$ cat config.mk
export PLATFORM = sky130hd
export DESIGN_NAME = pc_fetch_unit
export DESIGN_NICKNAME = d
export VERILOG_FILES = /design/src/rtl/pc_fetch_unit.sv
export SDC_FILE = /design/constraint.sdc
export NUM_CORES = 1
export LEC_CHECK = 0
export ABC_AREA = 1
export CORE_ASPECT_RATIO = 0.7
export CORE_UTILIZATION = 50
export DETAILED_ROUTE_END_ITERATION = 8
export PLACE_DENSITY = 0.76
export SETUP_SLACK_MARGIN = 0.02
export SYNTH_ARGS = -nofsm -noshare
export SYNTH_HDL_FRONTEND = slang
export SYNTH_SLANG_ARGS = --single-unit
$ cat constraint.sdc
create_clock -name clk -period 2.3 [get_ports clk]
set_input_delay 0.345 -clock clk [delete_from_list [all_inputs] [get_ports clk]]
set_output_delay 0.345 -clock clk [all_outputs]
set_load 0.03 [all_outputs]
$ cat src/rtl/pc_fetch_unit.sv
// PC/fetch front end: registered fetch request with PC_STEP advance and redirects; first valid 2 edges after reset release.
// Request holds stable while fetch_ready=0 (redirects stored as pending). Optional accepted-fetch counter under `FETCH_CNT_EN.
module pc_fetch_unit #(
  parameter int unsigned          BITSIZE  = 32,
  parameter logic [BITSIZE-1:0]   RESET_PC = 32'h00000000,
  parameter int unsigned          PC_STEP  = 4
) (
  input  logic               clk,
  input  logic               rst,
  input  logic               stall,
  input  logic               redir_valid,
  input  logic [BITSIZE-1:0] redir_pc,
  output logic               fetch_valid,
  input  logic               fetch_ready,
  output logic [BITSIZE-1:0] fetch_pc,
  output logic               misalign_err
`ifdef FETCH_CNT_EN
  ,
  output logic [15:0]        fetch_count
`endif
);

  typedef enum logic [1:0] {
    IDLE    = 2'd0,
    FETCH   = 2'd1,
    STALLED = 2'd2
  } state_t;

  state_t             state_q, state_d;
  logic               armed_q, armed_d;
  logic [BITSIZE-1:0] pc_q, pc_d;
  logic               pend_vld_q, pend_vld_d;
  logic [BITSIZE-1:0] pend_pc_q, pend_pc_d;
  logic               misalign_q, misalign_d;

  logic accept;
  logic redir_ok;
  logic redir_bad;

  assign accept    = (state_q == FETCH) && fetch_ready;
  assign redir_ok  = redir_valid && (redir_pc[1:0] == 2'b00);
  assign redir_bad = redir_valid && (redir_pc[1:0] != 2'b00);

  // State register
  always_ff @(posedge clk or posedge rst) begin
    if (rst) begin
      state_q <= IDLE;
    end else begin
      state_q <= state_d;
    end
  end

  // Next-state logic; armed_q keeps IDLE for one full cycle after reset release
  always_comb begin
    state_d = state_q;
    unique case (state_q)
      IDLE: begin
        if (armed_q) begin
          state_d = stall ? STALLED : FETCH;
        end
      end
      FETCH: begin
        if (fetch_ready && stall) begin
          state_d = STALLED;
        end
      end
      STALLED: begin
        if (!stall) begin
          state_d = FETCH;
        end
      end
      default: state_d = IDLE;
    endcase
  end

  // Output logic: decoded from the state flop only, so no input reaches an output
  always_comb begin
    fetch_valid = (state_q == FETCH);
  end

  // PC, pending-redirect and sticky error datapath
  always_comb begin
    armed_d    = 1'b1;
    pc_d       = pc_q;
    pend_vld_d = pend_vld_q;
    pend_pc_d  = pend_pc_q;
    misalign_d = misalign_q | redir_bad;

    if (state_q == FETCH) begin
      if (accept) begin
        pend_vld_d = 1'b0;
        if (redir_ok) begin
          pc_d = redir_pc;
        end else if (pend_vld_q) begin
          pc_d = pend_pc_q;
        end else begin
          pc_d = pc_q + BITSIZE'(PC_STEP);
        end
      end else if (redir_ok) begin
        pend_vld_d = 1'b1;
        pend_pc_d  = redir_pc;
      end
    end else if (redir_ok) begin
      pc_d       = redir_pc;
      pend_vld_d = 1'b0;
    end
  end

  always_ff @(posedge clk or posedge rst) begin
    if (rst) begin
      armed_q    <= 1'b0;
      pc_q       <= RESET_PC;
      pend_vld_q <= 1'b0;
      pend_pc_q  <= '0;
      misalign_q <= 1'b0;
    end else begin
      armed_q    <= armed_d;
      pc_q       <= pc_d;
      pend_vld_q <= pend_vld_d;
      pend_pc_q  <= pend_pc_d;
      misalign_q <= misalign_d;
    end
  end

  assign fetch_pc     = pc_q;
  assign misalign_err = misalign_q;

`ifdef FETCH_CNT_EN
  logic [15:0] cnt_q, cnt_d;

  always_comb begin
    cnt_d = cnt_q;
    if (accept) begin
      cnt_d = cnt_q + 16'd1;
    end
  end

  always_ff @(posedge clk or posedge rst) begin
    if (rst) begin
      cnt_q <= 16'd0;
    end else begin
      cnt_q <= cnt_d;
    end
  end

  assign fetch_count = cnt_q;
`endif

endmodule

## After elaboration in Yosys (flattened, before gate mapping)

Index checks and enable logic that the tools add are counted.

- Input port bits: 37
- Flip-flop bits (word level): 69
- Word-level logic and storage cells: 42
- Output and inout bits: 34

- Eq/ne operators: 6
- Add/sub/neg operators: 1
- Reductions and logical operators: 13
- Bitwise operators: 2
- Multiplexer cells: 14

Operators with widths:

| cell | count |
|---|---|
| two-way mux 32 bit | 5 |
| adder 32 x 3 -> 32 bit (second input constant) | 1 |
| two-way mux 2 bit | 4 |
| case mux 2 bit (3 select lines) | 1 |
| AND reduction 3 bit | 2 |
| nonzero test 2 bit | 3 |
| logical AND 1 bit | 4 |
| zero test 2 bit | 2 |
| two-way mux 1 bit | 4 |
| != test 2 x 1 -> 1 bit (second input constant) | 2 |
| != test 2 bit (second input constant) | 2 |
| AND reduction 2 bit | 2 |
| == test 2 x 1 -> 1 bit (second input constant) | 1 |
| == test 2 bit (second input constant) | 1 |
| NOT 1 bit | 1 |
| bitwise OR 1 bit | 1 |

## Longest topological paths before layout

- Word-level depth: 5
- Mapped depth: 10
- Mapped depth without buffers: 10

## Least setup slack after synthesis

Ideal clock, no wire load.

- Kind: register -> register
- From: reg pc_q[3] (netlist: fetch_pc[3])
- To: reg pc_q[26] (netlist: fetch_pc[26])
- Setup time: 122 ps
- Arrival: 1542 ps
- Required time: 2178 ps
- Cell stages (with the launch flop): 11
- Path buffers: 0
- Clock period less this slack: 1664 ps
- Setup slack: 636 ps
- Cell sequence: dfrtp_1 > ha_1 > nand2_1 > nor2_4 > nand2_2 > nor2_4 > nand2_1 > nand2_1 > nand3_1 > nand2_1 > a21oi_1

- Cells in the longest elaborated chain, start to end: 5

RTL lines:

| what | line | text |
|---|---|---|
| from (decl) | 31 | `logic [BITSIZE-1:0] pc_q, pc_d;` |
| from (signal assigned) | 118 | `pc_q <= pc_d;` |
| adder 32 x 3 -> 32 bit | 97 | `pc_d = pc_q + BITSIZE'(PC_STEP);` |
| two-way mux 32 bit | 94 | `end else if (pend_vld_q) begin` |
| two-way mux 32 bit | 92 | `if (redir_ok) begin` |
| two-way mux 32 bit | 90 | `if (accept) begin` |
| two-way mux 32 bit | 89 | `if (state_q == FETCH) begin` |

Every way passes these cells. The select of a mux whose other input is x is not followed.
A chain may end at the register's enable or synchronous reset.

## Worst setup path after layout

- From: reg state_q[1]
- To: out fetch_valid

- Cells in the longest elaborated chain, start to end: 1

RTL lines:

| what | line | text |
|---|---|---|
| from (decl) | 29 | `state_t state_q, state_d;` |
| from (signal assigned) | 49 | `state_q <= state_d;` |
| == test 2 x 1 -> 1 bit | 78 | `fetch_valid = (state_q == FETCH);` |
| to (decl) | 13 | `output logic fetch_valid,` |

Every way passes these cells.

==> run metrics <==
GP Congestion 0.856; sequential fraction of the synthesis area 42.6%; post-CTS setup buffers 0; first-pass GRT wire length 18.3 mm; nature of the critical path startpoint flip-flop; layout cells sized above 1 6.68%; diode count 0; Root Buffer clkbuf_16; WL final 10.8 mm; vias in the first global route 3814; PwrDens 1420 nW/um^2; # rows 27; final worst-path cycle share 87.5%; Mapped Nets 625; WL met1 5.20 mm; most frequent cells in the layout nand2_1 (191), nor2_1 (107), clkdlybuf4s50_1 (70); clock sinks 69; Clock Path Buffers 2; IO Port Bufs 70; worst path required time 1960 ps; Compound-Gate Fraction of Synth Area 12.8%; register area 1730 um^2; cts bufs inserted 9; drt wl/cell 14.3 um; initial antenna violation count 0; met3 WL 617 um; crit path max-delay cell type clkdlybuf4s50_1; XOR/XNOR Fraction of Synth Area 1.08%; Max Fanout on Critical Path 7; status finished clean; cts repair resizes 0; Worst VDD drop 0.000820 V; Synth area leader dfrtp_1; Post-Synth Adder-Cell Area 0.309%; RSZ-0062 raised after global routing false; fmax 0.497 GHz; flops & latches, synth 69; distinct cell type count after synthesis 31; # nets final 692; area added between synthesis and finish 25.4%; I/O pins 71; max_slew headroom 54.6%; area of the multi-input gates 2020 um^2; Worst Tran Pin Value 680 ps; HPWL after detailed placement 7.59 mm; Top FF cell, synth dfrtp_1; placed insts 744; H-tree Lvls 3; ys async rst share 100%; top cells by area, synth dfrtp_1 (43%), nand2_1 (18%), nor2_1 (9.9%); largest net degree at the start of global routing 70; DRC violations left 0; gr ovfl total 0; TritonCTS clock tree yes; clock skew 3.50 ps; Layout Cells excl Fill 760; initial core utilization 51.5%; Top Metal Used met4; synth warn 0; Synth Area in Simple Gates 35.5%; die extent in y 77.3 um; Max stage delay on crit path 690 ps; DIE AREA 8480 um^2; first drt pass iteration count 5; Cells after Synth 587; Worst EP arrival 1670 ps; Cell Chain, Critical Path nor2_8, clkdlybuf4s50_1; die width 110 um; CP bufs+invs 1; number of synthesized flops with an enable pin 0; Final min period 2010 ps; critical path class flip-flop to output port; Final Hold Viols 0; Final ANT Viol Nets 0; Final setup viols 0; maxcap violations 0; most common cell after layout, fill and taps aside nand2_1; Global Route Usage Sum 28.0%; initial drt markers 295; combinational family with the most area after synthesis simple AND/OR/NAND/NOR gates; final core utilization 64.6%; FILL cells 732; # hold bufs at CTS 0; WL met2 4.91 mm; CP endpoint kind output port; CP top delay family buffers and inverters; Worst-Skew Late Latency 340 ps; post-synth top area share 42.6%; Slew Viols, Final 0; leakage 2.46 nW; Syn Area/Cell 6.91 um^2; total number of vias 3991; post-synthesis mux area share 0%; CTS clk-pin slew, worst paths 50 ps; Hold/Removal Path Class primary input to async pin; core area 7870 um^2; Mapped Area 4060 um^2; Avg Vias per Cell 5.25; setup TNS 0 ps
## sequential cells by signal, summed over array words and instances, names as in the netlist
signal / flops
state_q: 2
pend_vld_q: 1
misalign_err: 1
fetch_pc: 32
pend_pc_q: 32
armed_q: 1
## final timing paths
kind / start / cells past startpoint / slack, ps / to
min in group clk: pend_pc_q[10]$_DFFE_PP0P_ / 2 / 470 / pend_pc_q[10]$_DFFE_PP0P_
hold / removal: rst / 3 / 390 / fetch_pc[1]$_DFFE_PP0P_
hold reg to reg: pend_pc_q[10]$_DFFE_PP0P_ / 2 / 470 / pend_pc_q[10]$_DFFE_PP0P_
setup reg to reg: fetch_pc[3]$_DFFE_PP0P_ / 10 / 570 / fetch_pc[22]$_DFFE_PP0P_
max in group asynchronous: rst / 3 / 1600 / fetch_pc[20]$_DFFE_PP0P_
setup / recovery: state_q[1]$_DFFE_PP0P_ / 2 / 290 / fetch_valid
## metal layers
layer | GRT usage, % | vias to the layer above
met5 | 0 | -
met4 | 6.80 | 0
met3 | 6.30 | 10
met2 | 44.0 | 131
met1 | 39.0 | 1862
li1 | - | 1988
## report_power, final
| group | leakage (nW) | internal [W] | switching [W] |
|---|---|---|---|
| clock network | 0.129 | 0.000721 | 0.000507 |
| logic | 1.50 | 0.00134 | 0.00223 |
| registers | 0.825 | 0.00178 | 0.000633 |
## layout make-up
class	instances	area share, %
clock buffer	11	4.58
timing repair buffer	79	15.4
sequential	69	34.0
tap	101	2.49
inverter	46	3.40
multi-input combinational	449	39.7
clock inverter	5	0.541
## cells by family (layout without fill, tap and decap cells)
group / count (synthesis) / in the layout
AOI/OAI and AO/OA: 93 / 93
xor gates and xnor gates: 5 / 5
other: 1 / 1
DFF: 69 / 69
adders and majority gates: 1 / 1
and+or+nand+nor: 349 / 349
buffers and inverters: 69 / 141
## worst reg2reg max path, cell delays in order, from the launching register on
cell and delay (ps):
dfrtp_1 400, ha_1 210, nand2_1 100, nor2_4 170, nand2_2 160, nor2_4 210
nand2_1 80, nand2_1 70, nand3_1 90, nand2_1 80, a21oi_1 60
## synthesized netlist by cell type, types with 3 or more instances
cell / n
buf_6: 5
dfrtp_1: 69
clkbuf_1: 7
inv_1: 41
xnor2_1: 3
a22oi_1: 9
o21ai_0: 21
nand2_1: 191
nand3_1: 34
inv_2: 4
a21oi_1: 52
nor2_1: 107
nand2_2: 4
nor2_4: 6
buf_2: 11
nor2_2: 4
## per-stage QoR
stage | hold WS [ps] | total power [W] | area (um^2) | worst slack, ps
floorplan | 441 | 0.00474 | 4060 | 215
global placement | 456 | 0.00583 | 4820 | 358
detailed placement | 459 | 0.00596 | 4820 | 192
CTS | 421 | 0.00722 | 5080 | 285
global route | 472 | 0.00778 | 5080 | 213
finish | 393 | 0.00721 | 5080 | 288
Power figures use the tool's default switching activity.
